File: config.mk
export PLATFORM = sky130hd
export DESIGN_NAME = lsu_mem_ctrl
export DESIGN_NICKNAME = d
export VERILOG_FILES = /design/src/rtl/lsu_mem_ctrl.sv
export SDC_FILE = /design/constraint.sdc
export NUM_CORES = 1
export LEC_CHECK = 0
export ABC_AREA = 1
export BUFFER_PORTS_ARGS = -buffer_cell sky130_fd_sc_hd__buf_2
export CAP_MARGIN = 20
export CORE_UTILIZATION = 27
export DETAILED_ROUTE_END_ITERATION = 8
export GPL_ROUTABILITY_DRIVEN = 0
export PLACE_DENSITY = 0.61
export SYNTH_ARGS = -nofsm -noshare
export SYNTH_HDL_FRONTEND = slang
export SYNTH_SLANG_ARGS = --single-unit
File: constraint.sdc
create_clock -name clk -period 5.4 [get_ports clk]
set_clock_uncertainty 0.1 [all_clocks]
set_input_delay 1.08 -clock clk [delete_from_list [all_inputs] [get_ports clk]]
set_output_delay 1.08 -clock clk [all_outputs]
set_load 0.01 [all_outputs]
File: src/rtl/lsu_mem_ctrl.sv
// MEM-stage load/store initiator for the byte-addressed data RAM (IDLE -> ACCESS -> RESP).
// Optional build macro MISALIGN_TRAP_EN: misaligned h/w accesses skip the RAM and return resp_err.
module lsu_mem_ctrl #(
  parameter int ADDR_W = 32,
  parameter int DATA_W = 32
) (
  input  logic              clk,
  input  logic              rst,
  input  logic              req_valid,
  output logic              req_ready,
  input  logic              req_store,
  input  logic [2:0]        req_funct3,
  input  logic [ADDR_W-1:0] req_addr,
  input  logic [DATA_W-1:0] req_wdata,
  output logic              resp_valid,
  input  logic              resp_ready,
  output logic [DATA_W-1:0] resp_data,
  output logic              resp_err,
  output logic              stall_req,
  output logic              ram_ce,
  output logic              ram_we,
  output logic [ADDR_W-1:0] ram_addr,
  output logic [3:0]        ram_sel,
  output logic [DATA_W-1:0] ram_wdata,
  input  logic [DATA_W-1:0] ram_rdata
);

  typedef enum logic [1:0] {IDLE, ACCESS, RESP} state_e;

  state_e              state_q, state_d;
  logic                store_q;
  logic [2:0]          f3_q;
  logic [ADDR_W-1:0]   addr_q;
  logic [DATA_W-1:0]   wdata_q, rdata_q;
  logic                illegal, misalign, err;
  logic [3:0]          sel_w;
  logic [DATA_W-1:0]   wdata_w, load_res;
  logic [7:0]          b0, b1, b2, b3;

  // Stores only support b/h/w; loads additionally allow bu/hu.
  assign illegal  = store_q ? (f3_q >= 3'b011)
                            : (f3_q == 3'b011 || f3_q[2:1] == 2'b11);
  assign misalign = (f3_q[1:0] == 2'b01 && addr_q[0]) ||
                    (f3_q[1:0] == 2'b10 && addr_q[1:0] != 2'b00);
`ifdef MISALIGN_TRAP_EN
  assign err = illegal || misalign;
`else
  assign err = illegal;
`endif

  always_ff @(posedge clk) begin
    if (!rst) begin
      state_q <= IDLE;
      store_q <= 1'b0;
      f3_q    <= '0;
      addr_q  <= '0;
      wdata_q <= '0;
      rdata_q <= '0;
    end else begin
      state_q <= state_d;
      if (state_q == IDLE && req_valid) begin
        store_q <= req_store;
        f3_q    <= req_funct3;
        addr_q  <= req_addr;
        wdata_q <= req_wdata;
      end
      if (state_q == ACCESS && !store_q && !err)
        rdata_q <= ram_rdata;
    end
  end

  // RAM lane 0 ([31:24]) holds the byte at ram_addr, so store data is byte-reversed.
  always_comb begin
    sel_w   = 4'b1111;
    wdata_w = '0;
    if (store_q) begin
      case (f3_q[1:0])
        2'b00:   begin sel_w = 4'b1000; wdata_w = {wdata_q[7:0], 24'h0}; end
        2'b01:   begin sel_w = 4'b1100; wdata_w = {wdata_q[7:0], wdata_q[15:8], 16'h0}; end
        default: begin
          sel_w   = 4'b1111;
          wdata_w = {wdata_q[7:0], wdata_q[15:8], wdata_q[23:16], wdata_q[31:24]};
        end
      endcase
    end
  end

  assign b0 = rdata_q[31:24];
  assign b1 = rdata_q[23:16];
  assign b2 = rdata_q[15:8];
  assign b3 = rdata_q[7:0];

  always_comb begin
    case (f3_q)
      3'b000:  load_res = {{24{b0[7]}}, b0};
      3'b001:  load_res = {{16{b1[7]}}, b1, b0};
      3'b010:  load_res = {b3, b2, b1, b0};
      3'b100:  load_res = {24'h0, b0};
      3'b101:  load_res = {16'h0, b1, b0};
      default: load_res = '0;
    endcase
  end

  always_comb begin
    state_d    = state_q;
    req_ready  = 1'b0;
    stall_req  = 1'b0;
    ram_ce     = 1'b0;
    ram_we     = 1'b0;
    ram_addr   = '0;
    ram_sel    = 4'b0000;
    ram_wdata  = '0;
    resp_valid = 1'b0;
    resp_data  = '0;
    resp_err   = 1'b0;
    case (state_q)
      IDLE: begin
        req_ready = 1'b1;
        stall_req = req_valid;
        if (req_valid) state_d = ACCESS;
      end
      ACCESS: begin
        stall_req = 1'b1;
        // Gated by rst so a reset landing on ACCESS never commits a write.
        if (!err && rst) begin
          ram_ce    = 1'b1;
          ram_we    = store_q;
          ram_addr  = addr_q;
          ram_sel   = sel_w;
          ram_wdata = wdata_w;
        end
        state_d = RESP;
      end
      RESP: begin
        stall_req  = 1'b1;
        resp_valid = 1'b1;
        resp_err   = err;
        resp_data  = (err || store_q) ? '0 : load_res;
        if (resp_ready) state_d = IDLE;
      end
      default: state_d = IDLE;
    endcase
  end

endmodule
# Word level (Yosys, flattened, before mapping)
# Index checks and enable logic that the tools add are counted.
op_classes:
  n_lt_le_gt_ge: 1
  eq_ne: 11
  n_mux: 25
  reduce_logical: 13
ops:
  columns: ["op", "n"]
  rows:
  - ["$mux 32", 7]
  - ["$pmux 32 s5", 1]
  - ["$pmux 24 s2", 1]
  - ["$mux 1", 8]
  - ["$mux 4", 2]
  - ["$eq 3x2->1 const B", 2]
  - ["$eq 3x3->1 const B", 2]
  - ["$pmux 2 s3", 1]
  - ["$pmux 3 s2", 1]
  - ["$eq 2x1->1 const B", 2]
  - ["$eq 2x2->1 const B", 2]
  - ["$logic_and 1x1->1", 4]
  - ["$logic_not 2->1", 2]
  - ["$mux 2", 2]
  - ["$ne 2x2->1 const B", 2]
  - ["$eq 3x1->1 const B", 1]
  - ["$ge 3x2->1 const B", 1]
  - ["$logic_not 3->1", 1]
  - ["$mux 3", 1]
  - ["$logic_not 1->1", 2]
  - ["$logic_or 1x1->1", 2]
  - ["$pmux 1 s2", 1]
  - ["$reduce_and 2->1", 1]
  - ["$reduce_or 2->1", 1]
word_totals:
  regBits: 102
  input_bits: 104
  output_inout_bits: 106
  elab_cells: 56

# Longest topological paths before layout
# Gate-level depths: netlist of run 1.
logic_depth:
  ltp_word: 7
  ltp_mapped: 8
  ltp_nobuf: 7

# Worst setup path before layout of run 1
# OpenSTA, ideal clock, no wires.
synth_timing:
  path_kind: "input to output"
  startpoint: "in req_valid"
  endpoint: "out stall_req"
  arrival_time_ns: 1.797
  required_ns: 4.220
  path_slack_ns: 2.423
  cell_stages: 5
  n_path_buf: 1
  cell_sequence: "nand2_1 -> clkinv_1 -> clkbuf_1 -> nor2_1 -> nor2_1"
synth_via:
  elab_chain_cells: 1
synth_lines:
  columns: ["element", "line", "source"]
  rows:
  - ["start: declaration", "9", "input logic req_valid,"]
  - ["$pmux 1 s2", "116", "case (state_q)"]
  - ["end: declaration", "19", "output logic stall_req,"]
# Every way passes these cells.

# Worst setup path in the final report of run 1
layout_timing:
  startpoint: "reg f3_q[1]"
  endpoint: "out ram_sel[3]"
layout_via:
  elab_chain_cells: 7
  word_cells_on_any_way: 9
  classes_between: "1 x order compare; 2 x eq/ne; 3 x mux; 3 x reduce/logical"
layout_lines:
  columns: ["element", "line", "source"]
  rows:
  - ["start: declaration", "32", "logic [2:0] f3_q;"]
  - ["start signal: assignment", "63", "f3_q <= req_funct3;"]
  - ["parallel branches: the longest is 2 deep, another holds $ge 3x2->1", null, null]
  - ["$mux 1 (*)", "41", "assign illegal = store_q ? (f3_q >= 3'b011)"]
  - ["$logic_not 1->1 (*)", "125", "if (!err && rst) begin"]
  - ["$logic_and 1x1->1 (*)", "125", null]
  - ["$mux 4 (*)", "125", null]
  - ["$mux 4 (*)", "116", null]
  - ["end: declaration", "23", "output logic [3:0] ram_sel,"]
# Every way passes the cells marked *.

==> out/summary.txt, run 1 <==
status - finished clean
Rows - 49
number of synthesized flops with an enable pin - 0
hold buffer count at CTS - 0
Layout area overhead - 29.88%
largest net degree at the start of global routing - 112
layout cell share with drive strength beyond 1 - 24.74%
fmax - 273.5 MHz
clock share of power - 33.6%
Synth Flop Type - dfxtp_1
GRT Max-Usage Layer - met2
met1 Usage GRT - 20.05%
via count - 5172
Distinct cells, synth - 20
Setup TNS - 0 ns
Die Ht - 137.4 um
Post-Place Cells - 1179
CTS tree - built
clk root buf - clkbuf_16
Async SR Flop Fraction - 0%
Synth top area share - 41.25%
Slew Viols, Final - 0
CTS resizes - 0
Final Cycle Share - 67.72%
Psw - 0.6200 mW
Worst-Margin Slew - 0.9485 ns
Setup CP Type - reg2out
clk buf depth - 2
Tmin final - 3.657 ns
hold endpoint - wdata_q[3]
Tot GR Track Use - 15.48%
Yosys Warn Count - 0
worst IR drop on VDD - 0.0001315 V
post-synthesis sequential area ratio - 41.25%
DIE WIDTH - 137.4 um
Seq pwr share - 44.8%
Critical-path top delay cell - dfxtp_1
Clk Latency, worst-skew pair - 0.35 ns
relative slew slack - 36.77%
area leader, netlist - dfxtp_1
nets - 1069
Pint - 1.363 mW
Mapped Area - 4950 um^2
HP Class - reg2reg
Post-synth top cells - nor2_1 (209), inv_1 (147), dfxtp_1 (102), nand2_1 (102), o21ai_0 (70)
first-pass detailed-route iteration total - 4
vias in the first global route - 4515
path depth of the worst reg2reg path - 6
RSZ-0062 raised after global routing - no
final setup violation count - 0
syn nets - 894
top-count cell post-synth - nor2_1
MaxCap Viol Count - 0
Reg-to-Reg Start - f3_q[1]
met2 usage - 25.01%
worst hold path depth - 2
Pwr Density - 308.5 nW/um^2
postcts setup bufs - 0
global-route wire length before repair - 22.77 mm
critical path launch point type - flop
DRC violations left - 0
Sw Ratio - 31.26%
Num CTS Buffers - 9
WP data arrival - 2.48 ns
Worst EP required - 4.22 ns
Reg clk slew, reported paths - 0.07 ns
Initial DRC Count - 176
WP buf/inv - 3
GRT Residual Overflow - 0
Hold Fails Final Rpt - 0
met3 Resource Use GR - 3.091%
RR Endpoint - rdata_q[3]
worst path cell trace - o21ai_4 -> nand4_2 -> buf_4 -> inv_1 -> buf_2
Combinational Power Share - 21.6%
Layout Cells excl Fill - 1196
post-DR vias/cell - 4.324
Routed WL - 14.46 mm
Gate Count Post-Synth - 786
WL per Instance - 12.09 um
critical path's top delay family - flip-flops
io pins - 210
HPWL after DPL - 9.938 mm
Initial Util - 27.55%
R2R setup slack - 2.94 ns
synth top area cells - dfxtp_1 (41%), nor2_1 (16%), inv_1 (11%)
CTS H-tree depth - 3
port bufs - 209
#FFs+latches synth - 102
Syn Area/Cell - 6.297 um^2
critical hold path startpoint - wdata_q[3]
Routed Antenna Nets - 0
area of the core - 17960 um^2
die area - 18880 um^2
clock sink total - 102
initial antenna violation count - 1
crit end category - output port
CP Max Fanout - 36
LEAKAGE - 3.286 nW
Worst path max stage delay - 0.86 ns
==> how the worst max path moves through the flow <==
stage / from / end / slack (ns) / cells past startpoint
floorplan: req_valid / stall_req / 2.42 / 5
global placement: req_valid / stall_req / 1.85 / 6
detailed placement: req_valid / stall_req / 1.87 / 6
CTS: f3_q[1] / ram_ce / 1.66 / 5
global route: f3_q[1] / ram_ce / 1.48 / 5
finish: f3_q[1] / ram_sel[3] / 1.74 / 5
==> power by group through the flow <==
stage	registers [mW]	logic [mW]	clock network [mW]
2_1_floorplan	0.892	0.311	0
5_1_grt	0.900	0.499	0.722
6_report	0.889	0.428	0.667
3_3_place_gp	0.904	0.431	0
3_5_place_dp	0.907	0.434	0
4_1_cts	0.889	0.436	0.695
==> worst reg2reg max path, cell delays in order, from the launching register on <==
cell and delay, ns:
dfxtp_1 0.86, o21ai_4 0.46, nand3_1 0.39, buf_4 0.36
nand2_1 0.10, inv_1 0.06, nor2_1 0.04
==> cell families after synthesis <==
kind of cell / synth area share [%]
AO/OA/AOI/OAI: 13.12
AND/OR/NAND/NOR: 28.79
flip-flops: 41.25
buffers and inverters: 15.82
adder cells (fa/ha/maj): 1.011
==> cell usage in the layout (no fill, tap or decap), drive strengths merged <==
cell	synthesis	layout
bufinv	0	1
a21boi	1	1
o21ai	71	71
nand3	3	3
diode	0	1
nand4	35	35
clkbuf	34	10
ha	4	4
inv	147	147
a21oi	55	55
nor2	210	210
clkinvlp	0	1
clkinv	2	6
nand2	103	103
dfxtp	102	102
buf	19	217
==> registers in the layout, indices dropped and copies added (netlist names) <==
| signal | flops |
|---|---|
| addr_q | 32 |
| state_q | 2 |
| f3_q | 3 |
| store_q | 1 |
| wdata_q | 32 |
| rdata_q | 32 |
==> through the flow <==
| stage | worst slack, ns | hold slack, ns | utilization [%] | area (um^2) | total power, mW |
|---|---|---|---|---|---|
| finish | 1.743 | 0.3541 | 35.79 | 6429 | 1.983 |
| global route | 1.484 | 0.3717 | 35.77 | 6426 | 2.121 |
| CTS | 1.664 | 0.3572 | 35.77 | 6426 | 2.020 |
| detailed placement | 1.866 | 0.3463 | 34.10 | 6126 | 1.340 |
| global placement | 1.853 | 0.3418 | 34.10 | 6126 | 1.335 |
| floorplan | 2.423 | 0.3300 | - | 4950 | 1.203 |
==> cell type report <==
type	count	area, um^2
fillers	1997	11530
multi-input cells	482	2132
clock buffers	10	239.0
flip-flops and latches	102	2042
clock inverters	6	61.31
diodes	1	2.502
repair buffers	217	1106
well taps	229	286.5
inverters	149	559.3
==> layer usage <==
layer / vias to the layer above / share of wire, %
met3: 15 / 6.2
li1: 2725 / -
met2: 159 / 47
met5: - / 0
met4: 0 / 1.5
met1: 2273 / 46
No activity file was read; power rests on OpenSTA's default activity.
==> run 2, diff against run 1 <==
Clock period 5.4 ns to 3.8 ns, I/O delays scaled along.
==> run 2 against run 1 <==
Against the previous run:
- routed wire length is 0.32% higher
- core utilization is 0.44 points higher
- critical path depth is 1 higher
- highest routed layer unchanged
==> out/summary.txt, run 2 (synthesis gave the netlist of run 1 again) <==
status - finished clean
RR Endpoint - rdata_q[8]
post-place instance area - 6148 um^2 (+0.37%)
post-DR vias/cell - 4.281 (-1.0%)
Layout area overhead - 31.47%
first-pass detailed-route iteration total - 4 (unchanged)
clk buf depth - 2 (unchanged)
CP Max Fanout - 17 (-53%)
Pwr Density - 461.1 nW/um^2 (+49%)
final setup violation count - 0 (unchanged)
clk root buf - clkbuf_16
R2R setup slack - 1.33 ns (-1.61 ns)
DIE WIDTH - 137.4 um (unchanged)
layout cell share with drive strength beyond 1 - 24.90% (+0.16 points)
Sw Ratio - 29.25% (-2.0 points)
LEAKAGE - 3.328 nW (+1.3%)
WP data arrival - 2.16 ns (-0.32 ns)
Slew Viols, Final - 0 (unchanged)
Filler cells - 2010 (+0.65%)
Combinational Power Share - 20.6% (-1.0 points)
CTS tree - built
Die Ht - 137.4 um (unchanged)
HP Class - reg2reg
Final Cycle Share - 79.57%
DRC violations left - 0 (unchanged)
clock share of power - 37.6% (+4.0 points)
Num CTS Buffers - 9 (unchanged)
nets - 1072 (+0.28%)
vias in the first global route - 4655 (+3.1%)
Pint - 2.123 mW (+56%)
Setup TNS - 0 ns (unchanged)
fmax - 330.7 MHz
path depth of the worst reg2reg path - 8 (+2)
commonest cells after routing, fill and taps aside - nor2_1 (209), buf_2 (209), inv_1 (147)
via count - 5124 (-0.93%)
relative slew slack - 36.29% (-0.48 points)
hold buffer count at CTS - 0 (unchanged)
RSZ-0062 raised after global routing - no
HPWL after DPL - 9.911 mm (-0.27%)
Overall Power - 3.000 mW (+51%)
Psw - 0.8775 mW (+42%)
GRT Residual Overflow - 0 (unchanged)
Tmin final - 3.024 ns
largest registers - addr_q (32), rdata_q (32), wdata_q (32)
io pins - 210 (unchanged)
crit end category - output port
Rows - 49 (unchanged)
Initial DRC Count - 155 (-12%)
critical path launch point type - flop
area of the core - 17960 um^2 (unchanged)
Tot GR Track Use - 15.48% (about the same)
crit path from - state_q[0]
antenna fix cells - 0 (-1)
WL per Instance - 12.12 um (+0.23%)
Routed WL - 14.51 mm (+0.32%)
port bufs - 209 (unchanged)
Worst-Margin Slew - 0.9557 ns (+0.007238 ns)
global-route wire length before repair - 22.67 mm (-0.43%)
CP endpoint - resp_data[27]
Final Cell Area - 6507 um^2 (+1.2%)
CTS H-tree depth - 3 (unchanged)
Routed Antenna Nets - 0 (unchanged)
Initial Util - 27.55% (unchanged)
Worst EP required - 2.94 ns (-1.28 ns)
die area - 18880 um^2 (unchanged)
Reg-to-Reg Start - state_q[1]
Clk Latency, worst-skew pair - 0.34 ns (about the same)
largest net degree at the start of global routing - 103 (-8.0%)
clock sink total - 102 (unchanged)
Reg clk slew, reported paths - 0.07 ns (about the same)
Hold Fails Final Rpt - 0 (unchanged)
worst IR drop on VDD - 0.0002928 V (+120%)
initial antenna violation count - 0 (-1)
MaxCap Viol Count - 0 (unchanged)
Setup CP Type - reg2out
CTS resizes - 0 (unchanged)
postcts setup bufs - 0 (unchanged)
Seq pwr share - 41.8% (-3.0 points)
run 2: how the worst min path moves through the flow:
| stage | slack (ns) | cells past startpoint | from | endpoint |
|---|---|---|---|---|
| after global routing | 0.37 | 2 | addr_q[11] | addr_q[11] |
| after CTS | 0.36 | 2 | addr_q[18] | addr_q[18] |
| after floorplan | 0.33 | 2 | addr_q[18] | addr_q[18] |
| after global placement | 0.34 | 2 | addr_q[17] | addr_q[17] |
| final | 0.35 | 2 | addr_q[17] | addr_q[17] |
| after detailed placement | 0.35 | 2 | addr_q[17] | addr_q[17] |
run 2: routing by layer:
metal	share of wire [%]	wire [um]	vias up	global-route usage (%)
met5	0	0	-	0
met3	6.2	895	11	3.348
met2	47	6766	141	25.60
li1	-	-	2728	-
met1	46	6629	2244	19.62
met4	1.5	218	0	5.739
run 2: critical path, cell delays in order (launching register included):
cell and delay [ns]:
dfxtp_1 0.34, inv_1 0.09, ha_1 0.23, nand3_1 0.51
buf_4 0.40, nor2_1 0.12, buf_2 0.13
run 2: cell type report:
class | instances | area (um^2) | area share [%]
clock buffer | 9 | 225.2 | 3.461
timing repair buffer | 220 | 1129 | 17.34
inverter | 149 | 559.3 | 8.594
multi-input combinational | 482 | 2132 | 32.76
tap | 229 | 286.5 | 4.403
clock inverter | 6 | 133.9 | 2.057
sequential | 102 | 2042 | 31.38
run 2: power by group through the flow:
stage	clock [mW]	sequential [mW]	combinational, mW
finish	1.13	1.25	0.617
global route	1.21	1.27	0.717
CTS	1.17	1.26	0.627
detailed placement	0	1.28	0.624
global placement	0	1.28	0.620
floorplan	0	1.27	0.442
run 2: through the flow:
step	setup WS [ns]	hold WS, ns	util, %	std cells
after global routing	0.5805	0.3708	36.23	1197
final	0.7764	0.3532	36.23	1197
after CTS	0.7228	0.3572	36.23	1197
after floorplan	1.444	0.3300	-	786
after global placement	1.177	0.3401	34.23	1182
after detailed placement	1.095	0.3461	34.23	1182
